[config.mk]
export PLATFORM = sky130hd
export DESIGN_NAME = instr_fetch_unit_flat
export DESIGN_NICKNAME = d
export VERILOG_FILES = /design/src/rtl/instr_fetch_unit_if.sv /design/src/rtl/instr_fetch_unit.sv /design/src/flat_wrapper.sv
export SDC_FILE = /design/constraint.sdc
export NUM_CORES = 2
export LEC_CHECK = 0
export BUFFER_PORTS_ARGS = -buffer_cell sky130_fd_sc_hd__buf_2
export CAP_MARGIN = 25
export CELL_PAD_IN_SITES_DETAIL_PLACEMENT = 1
export CELL_PAD_IN_SITES_GLOBAL_PLACEMENT = 2
export CORE_UTILIZATION = 47
export CTS_BUF_LIST = sky130_fd_sc_hd__clkbuf_4 sky130_fd_sc_hd__clkbuf_8
export DETAILED_ROUTE_END_ITERATION = 8
export PLACE_DENSITY = 0.83
export SLEW_MARGIN = 30
export SYNTH_ARGS = -nofsm -noshare
export SYNTH_HDL_FRONTEND = slang
export SYNTH_SLANG_ARGS = --single-unit
[constraint.sdc]
create_clock -name clk -period 3 [get_ports clk]
set_input_delay 0.75 -clock clk [delete_from_list [all_inputs] [get_ports clk]]
set_output_delay 0.75 -clock clk [all_outputs]
set_load 0.02 [all_outputs]
[src/rtl/instr_fetch_unit_if.sv]
// Issue/load bus between the instruction fetch unit and its controller and datapath.
// Signal directions in the i_/o_ prefixes are seen from the fetch unit.
interface instr_fetch_unit_if #(
  parameter int ADDR_W = 6
);
  logic              i_start;
  logic              i_load_en;
  logic [ADDR_W-1:0] i_load_addr;
  logic [31:0]       i_load_data;
  logic              i_br_zero;
  logic [31:0]       o_instrword;
  logic              o_newinstr;
  logic [ADDR_W-1:0] o_pc;
  logic              o_busy;
  logic              o_halted;
  logic [15:0]       o_retired;

  modport master (
    output i_start, i_load_en, i_load_addr, i_load_data, i_br_zero,
    input  o_instrword, o_newinstr, o_pc, o_busy, o_halted, o_retired
  );

  modport slave (
    input  i_start, i_load_en, i_load_addr, i_load_data, i_br_zero,
    output o_instrword, o_newinstr, o_pc, o_busy, o_halted, o_retired
  );
endinterface

[src/rtl/instr_fetch_unit.sv]
// Instruction-issue front end: PC, loadable instruction memory, issue pulse to the
// multi-cycle datapath, internal resolution of j/beq, and stop on the halt word.
module instr_fetch_unit #(
  parameter int          ADDR_W      = 6,
  parameter int          DEPTH       = 2**ADDR_W,
  parameter int          EXEC_CYCLES = 5,
  parameter logic [31:0] HALT_WORD   = 32'hFFFF_FFFF
) (
  input logic               clk,
  input logic               rst,
  instr_fetch_unit_if.slave bus
);

  localparam int          CNT_W    = $clog2(EXEC_CYCLES + 1);
  localparam logic [5:0]  OP_J     = 6'd2;
  localparam logic [5:0]  OP_BEQ   = 6'd4;
  localparam logic [ADDR_W-1:0] PC_LAST = ADDR_W'(DEPTH - 1);

  typedef enum logic [2:0] {
    S_IDLE  = 3'd0,
    S_FETCH = 3'd1,
    S_ISSUE = 3'd2,
    S_EXEC  = 3'd3,
    S_NEXT  = 3'd4,
    S_HALT  = 3'd5
  } state_t;

  state_t            r_state;
  logic [ADDR_W-1:0] r_pc;
  logic [31:0]       r_instrword;
  logic              r_newinstr;
  logic              r_busy;
  logic              r_halted;
  logic [15:0]       r_retired;
  logic [CNT_W-1:0]  r_cnt;
  logic [31:0]       r_mem [DEPTH];

  logic [31:0]       w_fetch;
  logic              w_fetch_halt;
  logic              w_fetch_ctrl;
  logic              w_is_j;
  logic              w_is_beq;
  logic              w_taken;
  logic              w_load_ok;
  logic              w_seq_end;
  logic [ADDR_W-1:0] w_pc_next;
  logic [15:0]       w_ret_next;

  assign w_fetch      = r_mem[r_pc];
  assign w_fetch_halt = (w_fetch == HALT_WORD);
  assign w_fetch_ctrl = (w_fetch[31:26] == OP_J) || (w_fetch[31:26] == OP_BEQ);

  // NEXT decodes the latched word; br_zero belongs to that word.
  assign w_is_j    = (r_instrword[31:26] == OP_J);
  assign w_is_beq  = (r_instrword[31:26] == OP_BEQ);
  assign w_taken   = w_is_beq && bus.i_br_zero;
  assign w_load_ok = bus.i_load_en && ((r_state == S_IDLE) || (r_state == S_HALT));

  // Next-PC selection, end-of-memory detection and saturating retire count.
  always_comb begin
    w_pc_next  = r_pc + ADDR_W'(1);
    w_seq_end  = 1'b0;
    w_ret_next = r_retired;
    if (w_is_j) begin
      w_pc_next = r_instrword[ADDR_W-1:0];
    end else if (w_taken) begin
      // Low ADDR_W bits of the sign-extended offset give the modulo-DEPTH result.
      w_pc_next = r_pc + ADDR_W'(1) + r_instrword[ADDR_W-1:0];
    end else begin
      w_seq_end = (r_pc == PC_LAST);
    end
    if (r_retired != 16'hFFFF) begin
      w_ret_next = r_retired + 16'd1;
    end else begin
      w_ret_next = r_retired;
    end
  end

  // Instruction memory write port; contents survive reset.
  always_ff @(posedge clk) begin
    if (w_load_ok) begin
      r_mem[bus.i_load_addr] <= bus.i_load_data;
    end
  end

  // Issue sequencer with registered outputs.
  always_ff @(posedge clk or posedge rst) begin
    if (rst) begin
      r_state     <= S_IDLE;
      r_pc        <= '0;
      r_instrword <= 32'd0;
      r_newinstr  <= 1'b0;
      r_busy      <= 1'b0;
      r_halted    <= 1'b0;
      r_retired   <= 16'd0;
      r_cnt       <= '0;
    end else begin
      case (r_state)
        S_IDLE, S_HALT: begin
          if (bus.i_start) begin
            r_pc      <= '0;
            r_retired <= 16'd0;
            r_busy    <= 1'b1;
            r_halted  <= 1'b0;
            r_state   <= S_FETCH;
          end
        end
        S_FETCH: begin
          if (w_fetch_halt) begin
            r_busy   <= 1'b0;
            r_halted <= 1'b1;
            r_state  <= S_HALT;
          end else if (w_fetch_ctrl) begin
            r_instrword <= w_fetch;
            r_state     <= S_NEXT;
          end else begin
            r_instrword <= w_fetch;
            r_newinstr  <= 1'b1;
            r_state     <= S_ISSUE;
          end
        end
        S_ISSUE: begin
          r_newinstr <= 1'b0;
          r_cnt      <= '0;
          r_state    <= S_EXEC;
        end
        S_EXEC: begin
          if (r_cnt == CNT_W'(EXEC_CYCLES - 1)) begin
            r_state <= S_NEXT;
          end else begin
            r_cnt <= r_cnt + CNT_W'(1);
          end
        end
        S_NEXT: begin
          r_retired <= w_ret_next;
          if (w_seq_end) begin
            r_busy   <= 1'b0;
            r_halted <= 1'b1;
            r_state  <= S_HALT;
          end else begin
            r_pc    <= w_pc_next;
            r_state <= S_FETCH;
          end
        end
        default: begin
          r_newinstr <= 1'b0;
          r_busy     <= 1'b0;
          r_halted   <= 1'b0;
          r_state    <= S_IDLE;
        end
      endcase
    end
  end

  assign bus.o_instrword = r_instrword;
  assign bus.o_newinstr  = r_newinstr;
  assign bus.o_pc        = r_pc;
  assign bus.o_busy      = r_busy;
  assign bus.o_halted    = r_halted;
  assign bus.o_retired   = r_retired;

endmodule

[src/flat_wrapper.sv]
// flat-port wrapper written by rule: the top's interface ports become plain ports
module instr_fetch_unit_flat 
#(
  parameter int          ADDR_W      = 6,
  parameter int          DEPTH       = 2**ADDR_W,
  parameter int          EXEC_CYCLES = 5,
  parameter logic [31:0] HALT_WORD   = 32'hFFFF_FFFF
)
  (clk, rst, bus_i_start, bus_i_load_en, bus_i_load_addr, bus_i_load_data, bus_i_br_zero, bus_o_instrword, bus_o_newinstr, bus_o_pc, bus_o_busy, bus_o_halted, bus_o_retired);
  instr_fetch_unit_if #(.ADDR_W(ADDR_W)) bus_i ();
  input logic clk;
  input logic rst;
  input wire logic [$bits(bus_i.i_start)-1:0] bus_i_start;
  input wire logic [$bits(bus_i.i_load_en)-1:0] bus_i_load_en;
  input wire logic [$bits(bus_i.i_load_addr)-1:0] bus_i_load_addr;
  input wire logic [$bits(bus_i.i_load_data)-1:0] bus_i_load_data;
  input wire logic [$bits(bus_i.i_br_zero)-1:0] bus_i_br_zero;
  output wire logic [$bits(bus_i.o_instrword)-1:0] bus_o_instrword;
  output wire logic [$bits(bus_i.o_newinstr)-1:0] bus_o_newinstr;
  output wire logic [$bits(bus_i.o_pc)-1:0] bus_o_pc;
  output wire logic [$bits(bus_i.o_busy)-1:0] bus_o_busy;
  output wire logic [$bits(bus_i.o_halted)-1:0] bus_o_halted;
  output wire logic [$bits(bus_i.o_retired)-1:0] bus_o_retired;
  assign bus_i.i_start = bus_i_start;
  assign bus_i.i_load_en = bus_i_load_en;
  assign bus_i.i_load_addr = bus_i_load_addr;
  assign bus_i.i_load_data = bus_i_load_data;
  assign bus_i.i_br_zero = bus_i_br_zero;
  assign bus_o_instrword = bus_i.o_instrword;
  assign bus_o_newinstr = bus_i.o_newinstr;
  assign bus_o_pc = bus_i.o_pc;
  assign bus_o_busy = bus_i.o_busy;
  assign bus_o_halted = bus_i.o_halted;
  assign bus_o_retired = bus_i.o_retired;
  instr_fetch_unit #(.ADDR_W(ADDR_W), .DEPTH(DEPTH), .EXEC_CYCLES(EXEC_CYCLES), .HALT_WORD(HALT_WORD)) u_core (.clk(clk), .rst(rst), .bus(bus_i));
endmodule
==> results by group <==
Floorplan
  – I/O Pins: 100
  – Die area: roughly 180000 um2
  – Starting Density: 0.475
  – Die H: between 400 and 500 um
  – Core box area: between 150000 and 200000 um2
  – Row cnt: about 150
  – Die W: between 400 and 500 um

Global routing
  – Largest net degree at the start of global routing: 65
  – First-pass GRT wire length: 411 mm
  – Gr ovfl total: 0
  – Initial antenna violation count: 19
  – GRT Total Usage: 0.334
  – Vias in the first global route: between 50000 and 60000

STA
  – Final Setup Violations: 46
  – Post-route setup slack: -1.42 ns
  – Fin. max-slew vios: 0
  – RSZ-0062 raised after global routing: true
  – Fin Hold WS: approximately 0.1 ns
  – Slew headroom: 0.324
  – Post-layout min period: 4.42 ns
  – Setup tns final: -51.58 ns
  – Count of final hold-check violations: 0
  – Final period util: 1.47
  – Layout Skew: ~0.09 ns
  – Slew @ Worst Pin: just over 1 ns
  – Fmax: about 230 MHz

Critical path
  – Setup Crit Path Kind: reg2reg
  – Reg-to-reg slack, setup: -1.42 ns
  – Max incr delay on CP: approximately 0.65 ns
  – Critical path required time: between 3 and 4 ns
  – Data arrival at the endpoint of the critical path: ~5.4 ns
  – Crit end category: flip-flop
  – Startpoint Class: flip-flop
  – CP Max Fanout: 24
  – Worst R2R End: u_core.bus.o_instrword[12]$_DFFE_PP0P_
  – Slowest-stage cell, CP: a21oi_1
  – CP cell instances: buf_12 -> nor2b_2 -> buf_4 -> buf_4 -> a22oi_1 -> a21oi_1 -> or4_1 -> nand4_1 -> nor4_4 -> nand4_4 -> nand2_8 -> buf_12 -> mux2_4
  – Reg-to-reg startpoint: u_core.bus.o_pc[1]$_DFFE_PP0P_
  – Reg2reg path depth: 13
  – Critical Path Start: u_core.bus.o_pc[1]$_DFFE_PP0P_
  – Buffers & Inverters on Critical Path: 4
  – Crit-path leading delay family: simple AND/OR/NAND/NOR gates

Power and ir drop
  – PD cells: 826 nW/um2
  – VDD IR max: 597 uV
  – Internal power: 56.9 mW
  – Switching Power: between 20 and 30 mW
  – Switching Share: 0.318
  – Pleak: approximately 33 nW
  – Seq pwr share: 0.399
  – Clk pwr share: 0.312
  – Comb pwr share: 0.289

Routing
  – DR DRC count: 0
  – Initial DRT Pass Iterations: 6
  – Routed wire length: roughly 310 mm
  – Via density per instance: roughly 6.8
  – DR vias: approximately 52000
  – Initial DRC count: ~9400
  – Antenna-violating nets left: 0
  – DR WL/cell: about 41 um

Synthesis
  – Yosys warning count: 0
  – Post-synthesis cell count: between 3000 and 4000
  – Mapped Nets: between 4000 and 5000
  – Share of the synthesized area in the top cell type: 0.742
  – Synth area leaders: edfxtp_1, mux4_2, mux2i_1
  – Number of flops mapped to enable cells by yosys: slightly above 2000
  – Synth async-reset ratio: 0.0298
  – Yosys top cell by area: edfxtp_1
  – Post-synthesis sequential area ratio: 0.761
  – Mean Syn Cell Area: approximately 21 um2
  – Post-Syn Area: ~83000 um2
  – Post-synth top flop: edfxtp_1
  – #FFs+latches synth: ~2100
  – Yosys cell types: 81

Min path
  – Min-delay worst type: in2reg
  – Worst Hold Depth: 1
  – Hold Path Origin: bus_i_load_data[0]
  – Hold Crit Endpoint: u_core.r_mem[5][0]$_DFFE_PP_

Clocking
  – CTS Buffer Depth: 4
  – CTS buffer count: 352
  – CTS root buf: clkbuf_8
  – # clock sinks: about 2100
  – CTS tree: built
  – Htree depth: 5
  – Reg clk slew, reported paths: 0.08 ns
  – Worst skew pair latency: approximately 1.1 ns

Placement
  – Final HPWL DP: approximately 180 mm
  – RD Place Congestion: 0.895
  – IO buf count: 99
  – Setup WS pre-CTS: -1.58 ns
  – DP Area: 92000 um2

Finish
  – Layout Nets: 5067
  – Area growth from synthesis to layout: 21.9%
  – Cell area after layout: between 100000 and 150000 um2
  – Share of layout cells above drive strength 1: 0.393

Status
  – Failing checks: negative setup slack
  – Status: finished, violations left

Run
  – Max-Cap Viols: 0
[flip-flops by register name, summed over array words and instances, names as in the netlist]
name                    count
u_core.r_mem             2048
u_core.r_state              3
u_core.bus.o_instrword     32
u_core.bus.o_busy           1
u_core.bus.o_pc             6
u_core.r_cnt                3
u_core.bus.o_newinstr       1
u_core.bus.o_retired       16
u_core.bus.o_halted         1
[how the worst max path moves through the flow]
stage	to	slack (ns)	cells after the start
detailed placement	u_core.bus.o_instrword[2]$_DFFE_PP0P_	-1.58	14
global placement	u_core.bus.o_instrword[21]$_DFFE_PP0P_	-1.54	15
floorplan	u_core.r_mem[10][0]$_DFFE_PP_	-0.36	4
finish	u_core.bus.o_instrword[12]$_DFFE_PP0P_	-1.42	13
CTS	u_core.bus.o_instrword[29]$_DFFE_PP0P_	-0.89	16
global route	u_core.bus.o_instrword[28]$_DFFE_PP0P_	-1.34	15
[power groups by stage]
stage,clock network [mW],logic (mW),registers (mW)
2_1_floorplan,0,11.1,33.9
3_3_place_gp,0,19.5,33.8
3_5_place_dp,0,20.0,33.9
4_1_cts,25.3,22.1,33.2
5_1_grt,27.0,24.4,33.3
6_report,26.0,24.1,33.3
[cell families (layout without fill, tap and decap cells)]
family | Yosys count | after routing | share of synthesized area
AOI/OAI and AO/OA | 383 | 383 | 0.0309
other | 0 | 5 | 0
adders and majority gates | 10 | 10 | 0.00160
DFF | 2111 | 2111 | 0.761
muxes | 694 | 694 | 0.152
xor gates and xnor gates | 20 | 20 | 0.00211
buffers and inverters | 244 | 1549 | 0.0236
and+or+nand+nor | 511 | 511 | 0.0291
[repair_timing]
item                                    in CTS  in global routing
pin swaps                                   34                 27
cloned                                      10                  2
endpoints found under the hold margin       59                  0
resized for setup                          183                 93
buffers inserted                            55                 39
hold buffers                                 1                  0
endpoints found under the setup margin      49                 75
[cell type report]
class                      count  area [um2]
fill                       15100       73500
sequential                  2111       63100
multi-input combinational   1618       19200
timing repair buffer         899        9080
clock buffer                 456        5690
tap                         2325        2910
clock inverter               162         980
inverter                      32         123
antenna                        5        12.5
[cell usage after synthesis (6+ instances only)]
library cell     n
nand2_1        154
buf_12          22
or4_1            6
nor2b_1         24
nor2_1         150
o21ai_1          6
mux2_4          20
buf_2           49
o221ai_1        15
nand4_1         11
a31oi_1         21
a211oi_1        17
o21ai_0         65
ha_1             9
mux4_1          37
a221oi_1        19
mux2i_1        224
buf_6           30
and2_1          14
inv_1           28
buf_8           19
and3_1          10
buf_1            8
nand3_1         52
a21oi_1         65
nor3_1          31
a22oi_1         48
buf_4           41
o22ai_1         62
xor2_1          10
nand2b_1        16
dfrtp_1         63
or3_1           14
edfxtp_1      2048
xnor2_1         10
o211ai_1         8
mux4_2         392
mux2_2          21
or2_2            6
clkbuf_1        39
a22o_1           6
[placed cells by master, fill, tap and decap left out, drive strengths merged, types with 17 or more instances in the layout]
cell       n
mux2i    224
a31oi     21
a211oi    17
o22ai     62
mux2      41
o21ai     71
clkbuf   458
buf      889
edfxtp  2048
a221oi    21
nor3      32
clkinv   144
mux4     429
a22oi     48
a21oi     65
nor2b     24
nand2    157
nor2     150
dfrtp     63
inv       36
nand3     52
[through the flow]
stage,util,total power [mW],instances
3_3_place_gp,0.527,53.3,6885
6_report,0.579,83.5,7608
2_1_floorplan,-,45.1,3973
3_5_place_dp,0.527,53.9,6885
5_1_grt,0.579,84.7,7604
4_1_cts,0.575,80.6,7565
[metal layers]
layer / part of all wire / vias to the layer above / global-route usage
li1: - / 18600 / -
met1: 0.34 / 26400 / 0.420
met2: 0.45 / 5271 / 0.509
met3: 0.14 / 1311 / 0.101
met4: 0.075 / 16 / 0.207
met5: 0.00050 / - / 0
Note: power is estimated with default switching activity, not from simulation.
